### config.mk
export PLATFORM = sky130hd
export DESIGN_NAME = cmp_branch_ctrl
export DESIGN_NICKNAME = d
export VERILOG_FILES = /design/src/rtl/cmp_branch_ctrl_pkg.sv /design/src/rtl/cmp_branch_ctrl_cmp_core.sv /design/src/rtl/cmp_branch_ctrl.sv
export SDC_FILE = /design/constraint.sdc
export NUM_CORES = 1
export LEC_CHECK = 0
export CAP_MARGIN = 20
export CORE_UTILIZATION = 50
export DETAILED_ROUTE_END_ITERATION = 10
export DONT_BUFFER_PORTS = 1
export GPL_TIMING_DRIVEN = 1
export PLACE_DENSITY_LB_ADDON = 0.1
export SETUP_SLACK_MARGIN = 0.15
export SLEW_MARGIN = 0
export SYNTH_ARGS = -nofsm -noshare
export SYNTH_HDL_FRONTEND = slang
export SYNTH_HIERARCHICAL = 1
export SYNTH_SLANG_ARGS = --single-unit
### constraint.sdc
create_clock -name Clock -period 2.5 [get_ports Clock]
set_input_delay 0.25 -clock Clock [delete_from_list [all_inputs] [get_ports Clock]]
set_output_delay 0.25 -clock Clock [all_outputs]
set_load 0.02 [all_outputs]
### src/rtl/cmp_branch_ctrl_pkg.sv
// Shared definitions for the compare/branch controller: data width, FSM states,
// branch condition codes and the branch decision rule.
package cmp_branch_ctrl_pkg;

  localparam int DATA_W = 16;

  typedef enum logic [1:0] {
    ST_IDLE    = 2'b00,
    ST_EVAL    = 2'b01,
    ST_RESOLVE = 2'b10
  } state_t;

  typedef enum logic [1:0] {
    BR_ALWAYS = 2'b00,
    BR_EQ     = 2'b01,
    BR_ABOVE  = 2'b10,
    BR_BELOW  = 2'b11
  } br_cond_t;

  // Conditional branches are never taken until a compare has produced flags.
  function automatic logic br_eval(input br_cond_t cond, input logic zf,
                                   input logic cf, input logic valid);
    logic taken;
    taken = 1'b0;
    case (cond)
      BR_ALWAYS: taken = 1'b1;
      BR_EQ:     taken = valid & zf;
      BR_ABOVE:  taken = valid & ~zf & ~cf;
      BR_BELOW:  taken = valid & cf;
      default:   taken = 1'b0;
    endcase
    return taken;
  endfunction

endpackage

### src/rtl/cmp_branch_ctrl_cmp_core.sv
// Combinational operand comparator: equality plus unsigned or two's-complement
// less-than, selected by signed_sel.
module cmp_core
  import cmp_branch_ctrl_pkg::*;
(
  input  logic [DATA_W-1:0] a,
  input  logic [DATA_W-1:0] b,
  input  logic              signed_sel,
  output logic              eq,
  output logic              lt
);

  assign eq = (a == b);
  assign lt = signed_sel ? ($signed(a) < $signed(b)) : (a < b);

endmodule

### src/rtl/cmp_branch_ctrl.sv
// Compare/branch-resolve controller with a registered flag pair (zf, cf).
// Define CMP_SIGNED_EN to add the cmp_signed input for two's-complement compares.
//
// state      | meaning
// -----------+------------------------------------------------
// ST_IDLE    | ready; accepts a compare (priority) or a branch
// ST_EVAL    | compares latched operands, writes flags
// ST_RESOLVE | evaluates latched condition against flags
module cmp_branch_ctrl
  import cmp_branch_ctrl_pkg::*;
(
  input  logic              Clock,
  input  logic              Reset,
  input  logic              cmp_req,
  input  logic [DATA_W-1:0] cmp_a,
  input  logic [DATA_W-1:0] cmp_b,
`ifdef CMP_SIGNED_EN
  input  logic              cmp_signed,
`endif
  input  logic              br_req,
  input  logic [1:0]        br_cond,
  output logic              req_ready,
  output logic              cmp_done,
  output logic              zf,
  output logic              cf,
  output logic              br_done,
  output logic              br_taken,
  output logic              flags_valid
);

  state_t            state, state_nxt;
  logic              acc_cmp, acc_br;
  logic [DATA_W-1:0] a_q, b_q;
  logic              sgn_q;
  br_cond_t          cond_q;
  logic              core_eq, core_lt;

  cmp_core u_cmp_core (
    .a          (a_q),
    .b          (b_q),
    .signed_sel (sgn_q),
    .eq         (core_eq),
    .lt         (core_lt)
  );

  always_comb begin
    state_nxt = state;
    acc_cmp   = 1'b0;
    acc_br    = 1'b0;
    case (state)
      ST_IDLE: begin
        if (cmp_req) begin
          acc_cmp   = 1'b1;
          state_nxt = ST_EVAL;
        end else if (br_req) begin
          acc_br    = 1'b1;
          state_nxt = ST_RESOLVE;
        end
      end
      ST_EVAL:    state_nxt = ST_IDLE;
      ST_RESOLVE: state_nxt = ST_IDLE;
      default:    state_nxt = ST_IDLE;
    endcase
  end

  always_ff @(posedge Clock) begin
    if (Reset) begin
      state       <= ST_IDLE;
      req_ready   <= 1'b1;
      a_q         <= '0;
      b_q         <= '0;
      sgn_q       <= 1'b0;
      cond_q      <= BR_ALWAYS;
      zf          <= 1'b0;
      cf          <= 1'b0;
      flags_valid <= 1'b0;
      cmp_done    <= 1'b0;
      br_done     <= 1'b0;
      br_taken    <= 1'b0;
    end else begin
      state     <= state_nxt;
      req_ready <= (state_nxt == ST_IDLE);
      cmp_done  <= 1'b0;
      br_done   <= 1'b0;
      br_taken  <= 1'b0;
      if (acc_cmp) begin
        a_q <= cmp_a;
        b_q <= cmp_b;
`ifdef CMP_SIGNED_EN
        sgn_q <= cmp_signed;
`else
        sgn_q <= 1'b0;
`endif
      end
      if (acc_br)
        cond_q <= br_cond_t'(br_cond);
      if (state == ST_EVAL) begin
        zf          <= core_eq;
        cf          <= core_lt;
        flags_valid <= 1'b1;
        cmp_done    <= 1'b1;
      end
      // Flags are stable here: a compare and a branch can never be in flight together.
      if (state == ST_RESOLVE) begin
        br_done  <= 1'b1;
        br_taken <= br_eval(cond_q, zf, cf, flags_valid);
      end
    end
  end

endmodule

Word-level counts from Yosys, hierarchy flattened
Cells that the tools add are included.

Add/subtract/negate cells: 0. Multipliers: 0. Div/mod/pow operators: 0. $lt $le $gt $ge: 1. Equality and inequality tests: 6. Shift-type cells: 0. Muxes and demuxes: 11. Bitwise operators: 7. Reduce and logical (&&, ||, !) cells: 4.

Operators by type and width (number): $eq A16 B16 Y1 (1); $lt A16 B16 Y1 (1); $mux W1 (7); $eq A2 B2 Y1 const B (3); $logic_not A2 Y1 (3); $mux W2 (3); $and A1 B1 Y1 (4); $eq A2 B1 Y1 const B (2); $pmux W1 S4 (1); $not A1 Y1 (3); $reduce_or A2 Y1 (1).

Bits in registers: 43. Bits in latches: 0. RAM bits: 0. Memory bits (read-only): 0. Input port bits: 38. Output and inout port bits: 7. Logic and storage cells: 40. Memories: 0.

Depth between registers and ports, before layout
Word-level depth: 4. Depth in mapped cells: 9. Mapped depth without buffers: 9.

Cells and area by module
Netlist, hierarchy kept.

Modules (own cells, without submodules): cmp_branch_ctrl (times used 1, cells an instance 141, area each 1571.5 sq um, seq. area each 860.8 sq um); cmp_core (times used 1, cells an instance 60, area each 420.4 sq um, seq. area each 0.0 sq um).

Least setup slack after synthesis
OpenSTA, ideal clock, no wires.

Path kind: reg-to-reg. Start point: reg b_q[11]. End point: reg cf. Arrival time: 1.677 ns. Data required time: 2.372 ns. Slack: 0.695 ns. Cell stages (with the launch flop): 9. Cells stage by stage: dfxtp_1 inv_1 ha_1 nand4_1 or4_4 o211ai_2 xnor2_1 mux2i_1 nor2_1.

Longest elaborated chain between the ends: 1.

Ends and longest elaborated chain: start: declaration (RTL line cmp_branch_ctrl.sv:33) `logic [DATA_W-1:0] a_q, b_q;`; start signal: assignment (RTL line cmp_branch_ctrl.sv:88) `b_q <= cmp_b;`; $lt A16 B16 Y1 (RTL line cmp_branch_ctrl_cmp_core.sv:14) `assign lt = signed_sel ? ($signed(a) < $signed(b)) : (a < b);`; net core_lt (RTL line cmp_branch_ctrl.sv:36) `logic core_eq, core_lt;`; end signal: assignment (RTL line cmp_branch_ctrl.sv:99) `cf <= core_lt;`; end: declaration (RTL line cmp_branch_ctrl.sv:25) `output logic cf,`.

The timed path passes the listed nets, and every way through them passes these cells. A chain may end at the register's enable or synchronous reset.

Final worst setup path
Same ends and word-level chain as after synthesis.

==> impl_results.md <==
* DRT Wirelength at 3.279 mm
* Cts hold-fix bufs at 0
* WL/cell at 13.28 um
* Async SR Flop Fraction at 0
* Antenna Diode Count at 0
* Final core occ at 0.5471
* Clk_lat worst skew at 280 ps
* Nets at 254
* Initial antenna violation count at 0
* Leak Pwr at 0.0008823 uW
* CTS H-tree depth at 2
* Setup TNS at 0 ps
* Combinational family with the most area after synthesis: multiplexers
* Max cap viols at 0
* EDFF count, synth at 0
* XOR/XNOR Fraction of Synth Area at 0.004397
* Die height at 65.12 um
* VDD IR max at 0.4006 mV
* Post-Synthesis Cell Area at 1992 um^2
* Min cycle time layout at 1944 ps
* Buffer and inverter count on the worst path at 1
* Worst Min Path Start: Reset
* CP max stage cell: or4_4
* GRT Residual Overflow at 0
* Final setup margin at 556.4 ps
* CP startpoint kind: register
* Worst r2r src: b_q[11]
* Total track usage at 0.1706
* Global-route wire length before repair at 5.409 mm
* Ports at 45
* Synth Area in Adders at 0.1005
* Worst-path cell chain: inv_1 -> ha_1 -> nand4_1 -> or4_4 -> o211ai_2 -> xnor2_1 -> mux2i_1 -> nor2_1
* Final slew viol count at 0
* Worst slew pin tran at 562.7 ps
* CP Max Fanout at 3
* Skew final at 6.211 ps
* CP required at 2680 ps
* Starting Density at 0.5321
* Drc violations at 0
* Pwr dens at 663.1 nW/um^2
* Total CTS buffers at 5
* CP peak stage delay at 580 ps
* Detailed Place HPWL at 2.382 mm
* Core area at 3744 um^2
* Maximum clock rate at 514.5 MHz
* Vias in the first global route at 1247
* First-pass iteration count of the detailed router at 4
* Post-synth net total at 255
* Sequential area share after synthesis at 0.4322
* Antenna Nets Post-Route at 0
* Share of cells above drive strength 1 at 0.05528
* Yosys cell types at 30
* RSZ-0062 raised after global routing: no
* Path category of the worst min-delay check: in2reg
* Die span in x at 65.12 um
* CTS resizes at 0
* Post-Layout Cell Count at 247
* Place WS at 572.9 ps
* Largest net degree at the start of global routing at 43
* Placement Rows at 22
* Syn Area/Cell at 9.910 um^2
* Die footprint at 4240 um^2
* IO Port Bufs at 0
* Outcome: finished clean
* Sink Count at 43
* DR vias at 1295
* DRT iter0 DRCs at 48
* Layout area overhead at 2.826%
* Post-synth top flop: dfxtp_1
* # placed instances at 241
* Postcts setup bufs at 0
* Hold Vio Cnt, Final at 0
* CTS max path bufs at 2
* Setup violations, final at 0
* CP delay by family, top: simple AND/OR/NAND/NOR gates
* CP Capture Type: register
* Worst slew margin at 0.6249
* Setup Crit Path Kind: reg2reg
* CTS root buffer: clkbuf_8
* Vias/cell at 5.243
* Clock slew seen by the registers of the worst setup and hold paths at 70 ps
* Launch point of the worst path: b_q[11]
* Compound-Gate Fraction of Synth Area at 0.05088
* CP arrival at 2130 ps
* Synth Instances at 201
* Simple-gate share of the synthesized area at 0.1520
* Multiplexer area fraction after synthesis at 0.1809
* Ratio of final minimum period to clock period at 0.7775
* GP Congestion at 0.7350
* #FFs+latches synth at 43
* Hold slack at 25.39 ps
* CTS tree: yes
* Synth warn at 6
[where the power goes]
group	switching, uW	internal [uW]	total (uW)	leakage, uW
registers	34.4	728	763	0.000353
clock network	205	186	391	0.0000371
logic	102	103	205	0.000492
[layer usage]
| layer | vias to the layer above | global-route usage | routed length, um |
|---|---|---|---|
| met4 | 0 | 0.08967 | 53 |
| met5 | - | 0 | 0 |
| met1 | 597 | 0.2070 | 1505 |
| met3 | 5 | 0.05729 | 209 |
| li1 | 661 | - | - |
| met2 | 32 | 0.2669 | 1510 |
[synthesized netlist by cell type (2+ instances only)]
library cell	instances	area, um^2
nand4_1	2	12.51
buf_12	3	60.06
nor2_1	39	146.4
nand3_1	2	10.01
nor2b_1	3	18.77
inv_1	17	63.81
mux2i_1	36	360.4
o21a_1	2	15.01
ha_1	16	200.2
clkbuf_1	5	18.77
o21ai_0	2	10.01
dfxtp_1	43	860.8
nand2_1	7	26.28
a21oi_1	8	40.04
[logic make-up (layout without fill, tap and decap cells)]
group                      Yosys count  count (layout)
other                                1               1
DFF                                 43              43
xor gates and xnor gates             1               1
adders and majority gates           16              16
buffers and inverters               26              24
and+or+nand+nor                     62              62
AOI/OAI and AO/OA                   16              16
muxes                               36              36
[path summary, 6_finish.rpt]
kind	slack, ps	endpoint	cells after the start
setup / recovery	560	cf	8
hold / removal	30	flags_valid	1
hold reg to reg	500	b_q[14]	2
setup reg to reg	560	cf	8
[state kept, by name, summed over array words and instances, names as in the netlist]
name,cells
flags_valid,1
a_q,16
req_ready,1
cf,1
br_taken,1
cmp_done,1
b_q,16
br_done,1
zf,1
state,2
cond_q,2
[cell type report]
class / count / area [um^2]
multi-input combinational: 132 / 983.4
sequential: 43 / 860.8
fill: 361 / 1695
clock buffer: 6 / 72.57
tap: 48 / 60.06
inverter: 17 / 63.81
timing repair buffer: 1 / 7.507
[layout by cell type, fill, tap and decap left out, drive strengths merged, types with 2 or more instances in the layout]
cell / synthesis / layout
a21oi: 8 / 8
and2b: 2 / 2
clkbuf: 5 / 6
dfxtp: 43 / 43
ha: 16 / 16
inv: 17 / 17
mux2i: 36 / 36
nand2: 7 / 7
nand3: 2 / 2
nand4: 2 / 2
nor2: 39 / 39
nor2b: 3 / 3
nor3b: 2 / 2
o21a: 2 / 2
o21ai: 2 / 2
[worst reg2reg max path, stage by stage (launching register included)]
cell      delay (ps)
dfxtp_1          330
inv_1             40
ha_1             300
nand4_1          170
or4_4            580
o211ai_2         160
xnor2_1           90
mux2i_1          130
nor2_1            50
[stage by stage]
stage | total power, uW | cell area (um^2)
finish | 1358 | 2048
global route | 1443 | 2048
global placement | 975.9 | 1976
CTS | 1374 | 2048
floorplan | 969.0 | 1992
detailed placement | 985.5 | 1976
(Power assumes the default switching activity.)
